File: src/rtl/irq_pkg.sv
// Shared definitions for the interrupt request arbiter: FSM encoding and default sizes.
package irq_pkg;

    localparam int unsigned IRQ_NUM_SRC = 20;
    localparam int unsigned IRQ_IDX_W   = 5;

    typedef enum logic [1:0] {
        IRQ_IDLE    = 2'd0,
        IRQ_REQ     = 2'd1,
        IRQ_SERVICE = 2'd2
    } irq_state_e;

endpackage

File: src/rtl/irq_prio_enc.sv
// Lowest-index priority encoder: index 0 has the highest priority.
module irq_prio_enc #(
    parameter int unsigned N     = 20,
    parameter int unsigned IDX_W = 5
) (
    input  logic [N-1:0]     vec,
    output logic             valid,
    output logic [IDX_W-1:0] idx
);

    // Scan from the top down so the lowest set bit is the last to write idx.
    always_comb begin
        valid = |vec;
        idx   = '0;
        for (int i = int'(N) - 1; i >= 0; i--) begin
            if (vec[i]) begin
                idx = IDX_W'(i);
            end
        end
    end

endmodule

File: src/rtl/irq_request_arbiter.sv
// Edge-detecting interrupt collector presenting one request at a time to the CPU
// through a req/ack/eret handshake.
module irq_request_arbiter
    import irq_pkg::*;
#(
    parameter int unsigned NUM_SRC = IRQ_NUM_SRC,
    parameter int unsigned IDX_W   = IRQ_IDX_W
) (
    input  logic               clk,
    input  logic               rst_n,
    input  logic [NUM_SRC-1:0] irq_src,
    input  logic [NUM_SRC-1:0] irq_mask,
    input  logic               global_en,
    input  logic               irq_ack,
    input  logic               eret,
    output logic               irq_req,
    output logic [IDX_W-1:0]   irq_id,
    output logic               in_service,
    output logic               any_pending,
    output logic [NUM_SRC-1:0] pending
);

    irq_state_e         state_q, state_d;
    logic [IDX_W-1:0]   id_q, id_d;
    logic [NUM_SRC-1:0] prev_q;
    logic [NUM_SRC-1:0] pending_q, pending_d;
    logic [NUM_SRC-1:0] rise;
    logic [NUM_SRC-1:0] clr;
    logic [NUM_SRC-1:0] eligible;
    logic               sel_valid;
    logic [IDX_W-1:0]   sel_idx;

    assign rise     = irq_src & ~prev_q;
    assign eligible = pending_q & irq_mask;

    irq_prio_enc #(
        .N     (NUM_SRC),
        .IDX_W (IDX_W)
    ) u_prio_enc (
        .vec   (eligible),
        .valid (sel_valid),
        .idx   (sel_idx)
    );

    // Clearing the accepted line; a simultaneous new edge on it keeps the flag set.
    always_comb begin
        clr = '0;
        if ((state_q == IRQ_REQ) && irq_ack) begin
            clr = NUM_SRC'(1) << id_q;
        end
        pending_d = rise | (pending_q & ~clr);
    end

    // Next-state logic; the presented index is frozen from REQ until the next IDLE.
    always_comb begin
        state_d = state_q;
        id_d    = id_q;
        case (state_q)
            IRQ_IDLE: begin
                if (global_en && sel_valid) begin
                    state_d = IRQ_REQ;
                    id_d    = sel_idx;
                end
            end
            IRQ_REQ: begin
                if (irq_ack) begin
                    state_d = IRQ_SERVICE;
                end
            end
            IRQ_SERVICE: begin
                if (eret) begin
                    state_d = IRQ_IDLE;
                end
            end
            default: begin
                state_d = IRQ_IDLE;
            end
        endcase
    end

    always_ff @(posedge clk or negedge rst_n) begin
        if (!rst_n) begin
            state_q   <= IRQ_IDLE;
            id_q      <= '0;
            prev_q    <= '0;
            pending_q <= '0;
        end else begin
            state_q   <= state_d;
            id_q      <= id_d;
            prev_q    <= irq_src;
            pending_q <= pending_d;
        end
    end

    assign irq_req     = (state_q == IRQ_REQ);
    assign in_service  = (state_q == IRQ_SERVICE);
    assign irq_id      = id_q;
    assign pending     = pending_q;
    assign any_pending = sel_valid;

endmodule

File: config.mk
export PLATFORM = sky130hd
export DESIGN_NAME = irq_request_arbiter
export DESIGN_NICKNAME = d
export VERILOG_FILES = /design/src/rtl/irq_pkg.sv /design/src/rtl/irq_prio_enc.sv /design/src/rtl/irq_request_arbiter.sv
export SDC_FILE = /design/constraint.sdc
export NUM_CORES = 1
export LEC_CHECK = 0
export CAP_MARGIN = 0
export CORE_ASPECT_RATIO = 0.7
export CORE_MARGIN = 3
export CORE_UTILIZATION = 45
export DETAILED_ROUTE_END_ITERATION = 12
export GPL_TIMING_DRIVEN = 0
export PLACE_DENSITY = 0.8
export SETUP_SLACK_MARGIN = 0.1
export SYNTH_ARGS = -nofsm -noshare
export SYNTH_HDL_FRONTEND = slang
export SYNTH_HIERARCHICAL = 1
export SYNTH_SLANG_ARGS = --single-unit
File: constraint.sdc
create_clock -name clk -period 2.3 [get_ports clk]
set_input_delay 0.46 -clock clk [delete_from_list [all_inputs] [get_ports clk]]
set_output_delay 0.46 -clock clk [all_outputs]
set_load 0.02 [all_outputs]
==> summary by stage, run 1 <==
Yosys
Synthesis handed over a netlist of 193 instances. The total of warnings raised by yosys is 6. After synthesis, the most frequently instantiated cells are sky130_fd_sc_hd__dfrtp_1, sky130_fd_sc_hd__inv_1, sky130_fd_sc_hd__and2_1. The proportion of synthesized flip-flops having asynchronous set or reset is 100.0%. The area of the mapped netlist is 0.002086 mm^2. In this run, synthesis inferred 0 flip-flops with an integrated enable.

Yosys instantiated no cell more often than sky130_fd_sc_hd__dfrtp_1. By area the synthesized netlist is led by sky130_fd_sc_hd__dfrtp_1, sky130_fd_sc_hd__and2_1, sky130_fd_sc_hd__inv_1. The share of the Yosys chip area taken by registers is 56.39%.

The top cell type by total area after synthesis is sky130_fd_sc_hd__dfrtp_1. A synthesized cell averages 10.81 um^2. The number of register bits inferred by synthesis is 47.

The predominant post-synthesis flop cell is sky130_fd_sc_hd__dfrtp_1. The number of distinct library cells after synthesis is 35. The number of nets handed over by synthesis was 238. The area share of the largest cell type after synthesis is 56.39%.

GRT
The number of antenna violations at the first check in global routing was 0. The global-route usage over all layers is 22.94%. The largest net degree at the start of global routing is 26. The total global routing overflow is 0.

The number of global-route vias before repair is 1928. The wire length of the first global-routing pass is 9.556 mm.

Floorplanning
Pin placement for this block handled 73 I/O pins. The area of the core region is 0.004404 mm^2. The row count is 20. The die is 87.37 um wide.

The die height is 62.96 um. The overall die area is 0.005501 mm^2. The initial cell density of the core is 47.36%.

Place
The number of placed instances, taps included, is 321. Buffers placed on the I/O ports in this run total 72. The last weighted congestion value of the routability-driven placer is 0.8892.

Summed over all nets, the half-perimeter wirelength after detailed placement is 4.230 mm.

Cells and area
Of the cells placed in the final design, the portion with a size suffix greater than 1 is 21.53%. Relative to the synthesized area, the layout overhead comes to 54.17%. The area taken by flip-flops and latches is 0.001176 mm^2. The layout has 319 filler cells. The final net count is 334.

The count of inserted antenna diode cells is 0. In the final layout, the multi-input gates occupy 884.6 um^2. Excluding fillers, the count of instances in the completed layout stands at 343.

Clock tree
The longest clock path from root to sink contains 2 buffers. The tree is rooted in a sky130_fd_sc_hd__clkbuf_8. The later pin in the worst-skew pair is clocked with a latency of 0.30 ns. After clock tree synthesis, the clock-pin slew on the worst setup and hold paths is 0.09 ns. The CTS sink count is 47. TritonCTS built the clock tree. The CTS H-tree depth is 2. Buffers inserted during clock tree synthesis total 5.

STA
Setup repair after global routing could not meet its margin everywhere. The final number of hold-violating endpoints is 0. The sum of negative setup slack is 0 ns. For this run, the top clock speed supported by timing is 0.4384 GHz.

The fraction of the cycle the final worst path needs is 99.17%. The worst hold slack is 0.1597 ns. The worst slew margin relative to its limit is 59.78%. At the pin with the least slew margin, the transition time is 0.6033 ns. The final worst clock skew is 0.01062 ns.

The max-slew violation total from the final report came to 0. The final critical delay including setup and external delays is 2.281 ns. Setup violations remaining at the end of the flow were counted as 0.

Route
The via density per instance is 5.554. The total DRC errors in the routed layout is 0. The count of nets left with antenna violations once routing finished came out at 0.

The total number of vias is 1905. The total wirelength of the detailed-routed design is 6.235 mm. The average routed wire per standard cell is 18.18 um.

The first-pass iteration count of the detailed router is 7. The detailed router finished its first iteration with 165 violations.

Setup path
The most critical setup path has its startpoint at irq_mask[18]. In this run the critical register-to-register path is launched from pending[13]$_DFF_PN0_. The end of the worst register-to-register path is irq_id[0]$_DFFE_PN0P_.

The endpoint of the most critical setup path is any_pending. The worst setup path is launched from an input pin. The length in cells of the worst reg-to-reg path is 7.

The maximum fanout count along the critical path is 3. The data required time of the critical path is 1.84 ns. The endpoint class of the critical path is an output pin. The data arrival time at the worst-slack endpoint is 1.82 ns. The setup slack of the most critical reg-to-reg path is 0.38 ns. The critical path class is in2out.

Job
The number of maximum-capacitance constraint violations is 0.

Power and ir drop
VDD sags by at most 0.5429 mV. The design draws 0.002305 W. For this design the static power due to leakage is 1.387 nW. Power spread over the standard cell area amounts to 716.8 mW/mm^2.

Status
The flow ran to the end, and the final reports show no timing, DRC or antenna violations.

Worst hold path
In this run the worst hold path is classified as in2async.
worst min path at each step:
stage	slack, ns	depth (start not counted)	start	end
floorplan	0.16	0	rst_n	irq_id[0]$_DFFE_PN0P_
finish	0.16	1	rst_n	prev_q[6]$_DFF_PN0_
detailed placement	0.40	1	prev_q[15]$_DFF_PN0_	pending[15]$_DFF_PN0_
CTS	0.18	1	rst_n	prev_q[6]$_DFF_PN0_
global placement	0.39	1	prev_q[17]$_DFF_PN0_	pending[17]$_DFF_PN0_
global route	0.20	1	rst_n	prev_q[3]$_DFF_PN0_
flip-flops by register name, indices dropped and copies added (netlist names):
signal / flops
irq_id: 5
pending: 20
prev_q: 20
state_q: 2
power by group:
group / switching [W] / internal, W / total, W
registers: 0.0000890 / 0.000908 / 0.000997
clock network: 0.000262 / 0.000202 / 0.000464
logic: 0.000422 / 0.000421 / 0.000844
layout by cell type, fill, tap and decap left out, types with 2 or more instances in the layout:
cell                              Yosys  layout
sky130_fd_sc_hd__a21oi_1              3       3
sky130_fd_sc_hd__and2_1              20       6
sky130_fd_sc_hd__and2_4               0      14
sky130_fd_sc_hd__buf_2                1       2
sky130_fd_sc_hd__buf_4                0      16
sky130_fd_sc_hd__buf_6                3       4
sky130_fd_sc_hd__clkbuf_8             0       5
sky130_fd_sc_hd__clkdlybuf4s50_1      0      62
sky130_fd_sc_hd__dfrtp_1             47      47
sky130_fd_sc_hd__dlygate4sd2_1        0       3
sky130_fd_sc_hd__dlymetal6s2s_1       0       5
sky130_fd_sc_hd__inv_1               26      26
sky130_fd_sc_hd__mux2_2               5       5
sky130_fd_sc_hd__nand2_1              6       6
sky130_fd_sc_hd__nand2b_1             5       5
sky130_fd_sc_hd__nor2_1               9       7
sky130_fd_sc_hd__nor2_2               0       2
sky130_fd_sc_hd__nor2b_1              2       2
sky130_fd_sc_hd__nor3_1               2       2
sky130_fd_sc_hd__nor4_1               6       2
sky130_fd_sc_hd__nor4_4               0       4
sky130_fd_sc_hd__o21ai_0             10      10
sky130_fd_sc_hd__o21ai_1             15      15
sky130_fd_sc_hd__o31ai_1             10      10
sky130_fd_sc_hd__o41ai_1              5       5
routing by layer:
layer	vias to the layer above	part of all wire [%]	wire (um)	track usage, %
met4	0	2.7	167	9.770
met3	23	8.5	530	6.588
met2	101	46	2839	34.40
met5	-	0	0	0
met1	906	43	2699	30.87
li1	875	-	-	-
worst max-delay path: stages:
cell                              delay, ns
sky130_fd_sc_hd__clkdlybuf4s50_1       0.44
sky130_fd_sc_hd__and2_4                0.19
sky130_fd_sc_hd__nor4_4                0.30
sky130_fd_sc_hd__nand4_1               0.23
sky130_fd_sc_hd__buf_6                 0.20
repair_timing:
item | CTS | global route
setup endpoints to repair | 6 | 2
gates resized for setup | 42 | 8
hold buffers | 0 | 0
setup buffers | 8 | 8
pin swaps | 11 | 10
cell type report:
class                   count  share of cell area [%]
plain buffers               4                   1.206
clock inverters             1                  0.2335
clock buffers               5                   2.140
inverters                  26                   3.035
flip-flops and latches     47                   36.58
repair buffers             89                   27.16
multi-input cells         116                   27.51
well taps                  55                   2.140
stage by stage:
step,worst slack (ns),util (%),instance area [um^2]
after detailed placement,-0.5885,65.80,2898
after global placement,-0.5185,65.28,2875
final,0.01918,73.01,3216
after CTS,0.09060,71.14,3133
after global routing,0.002917,73.01,3216
after floorplan,0.2665,-,2086
cells by family (layout without fill, tap and decap cells):
family	count (synthesis)	in the layout	share of synthesized area, %
muxes	5	5	2.699
DFF	47	47	56.39
buffers and inverters	30	125	6.538
and+or+nand+nor	58	58	16.92
AOI/OAI and AO/OA	53	53	17.46
Note: power is estimated with default switching activity, not from simulation.
==> run 2: changes to the inputs <==
--- a/config.mk
+++ b/config.mk
@@ -11,6 +11,7 @@
 export CORE_UTILIZATION = 45
 export DETAILED_ROUTE_END_ITERATION = 12
 export GPL_TIMING_DRIVEN = 0
+export HOLD_SLACK_MARGIN = 0.08
 export PLACE_DENSITY = 0.8
 export SETUP_SLACK_MARGIN = 0.1
 export SYNTH_ARGS = -nofsm -noshare
==> results of run 2 <==
Final layout, timing and power as in run 1 (identical DEF).
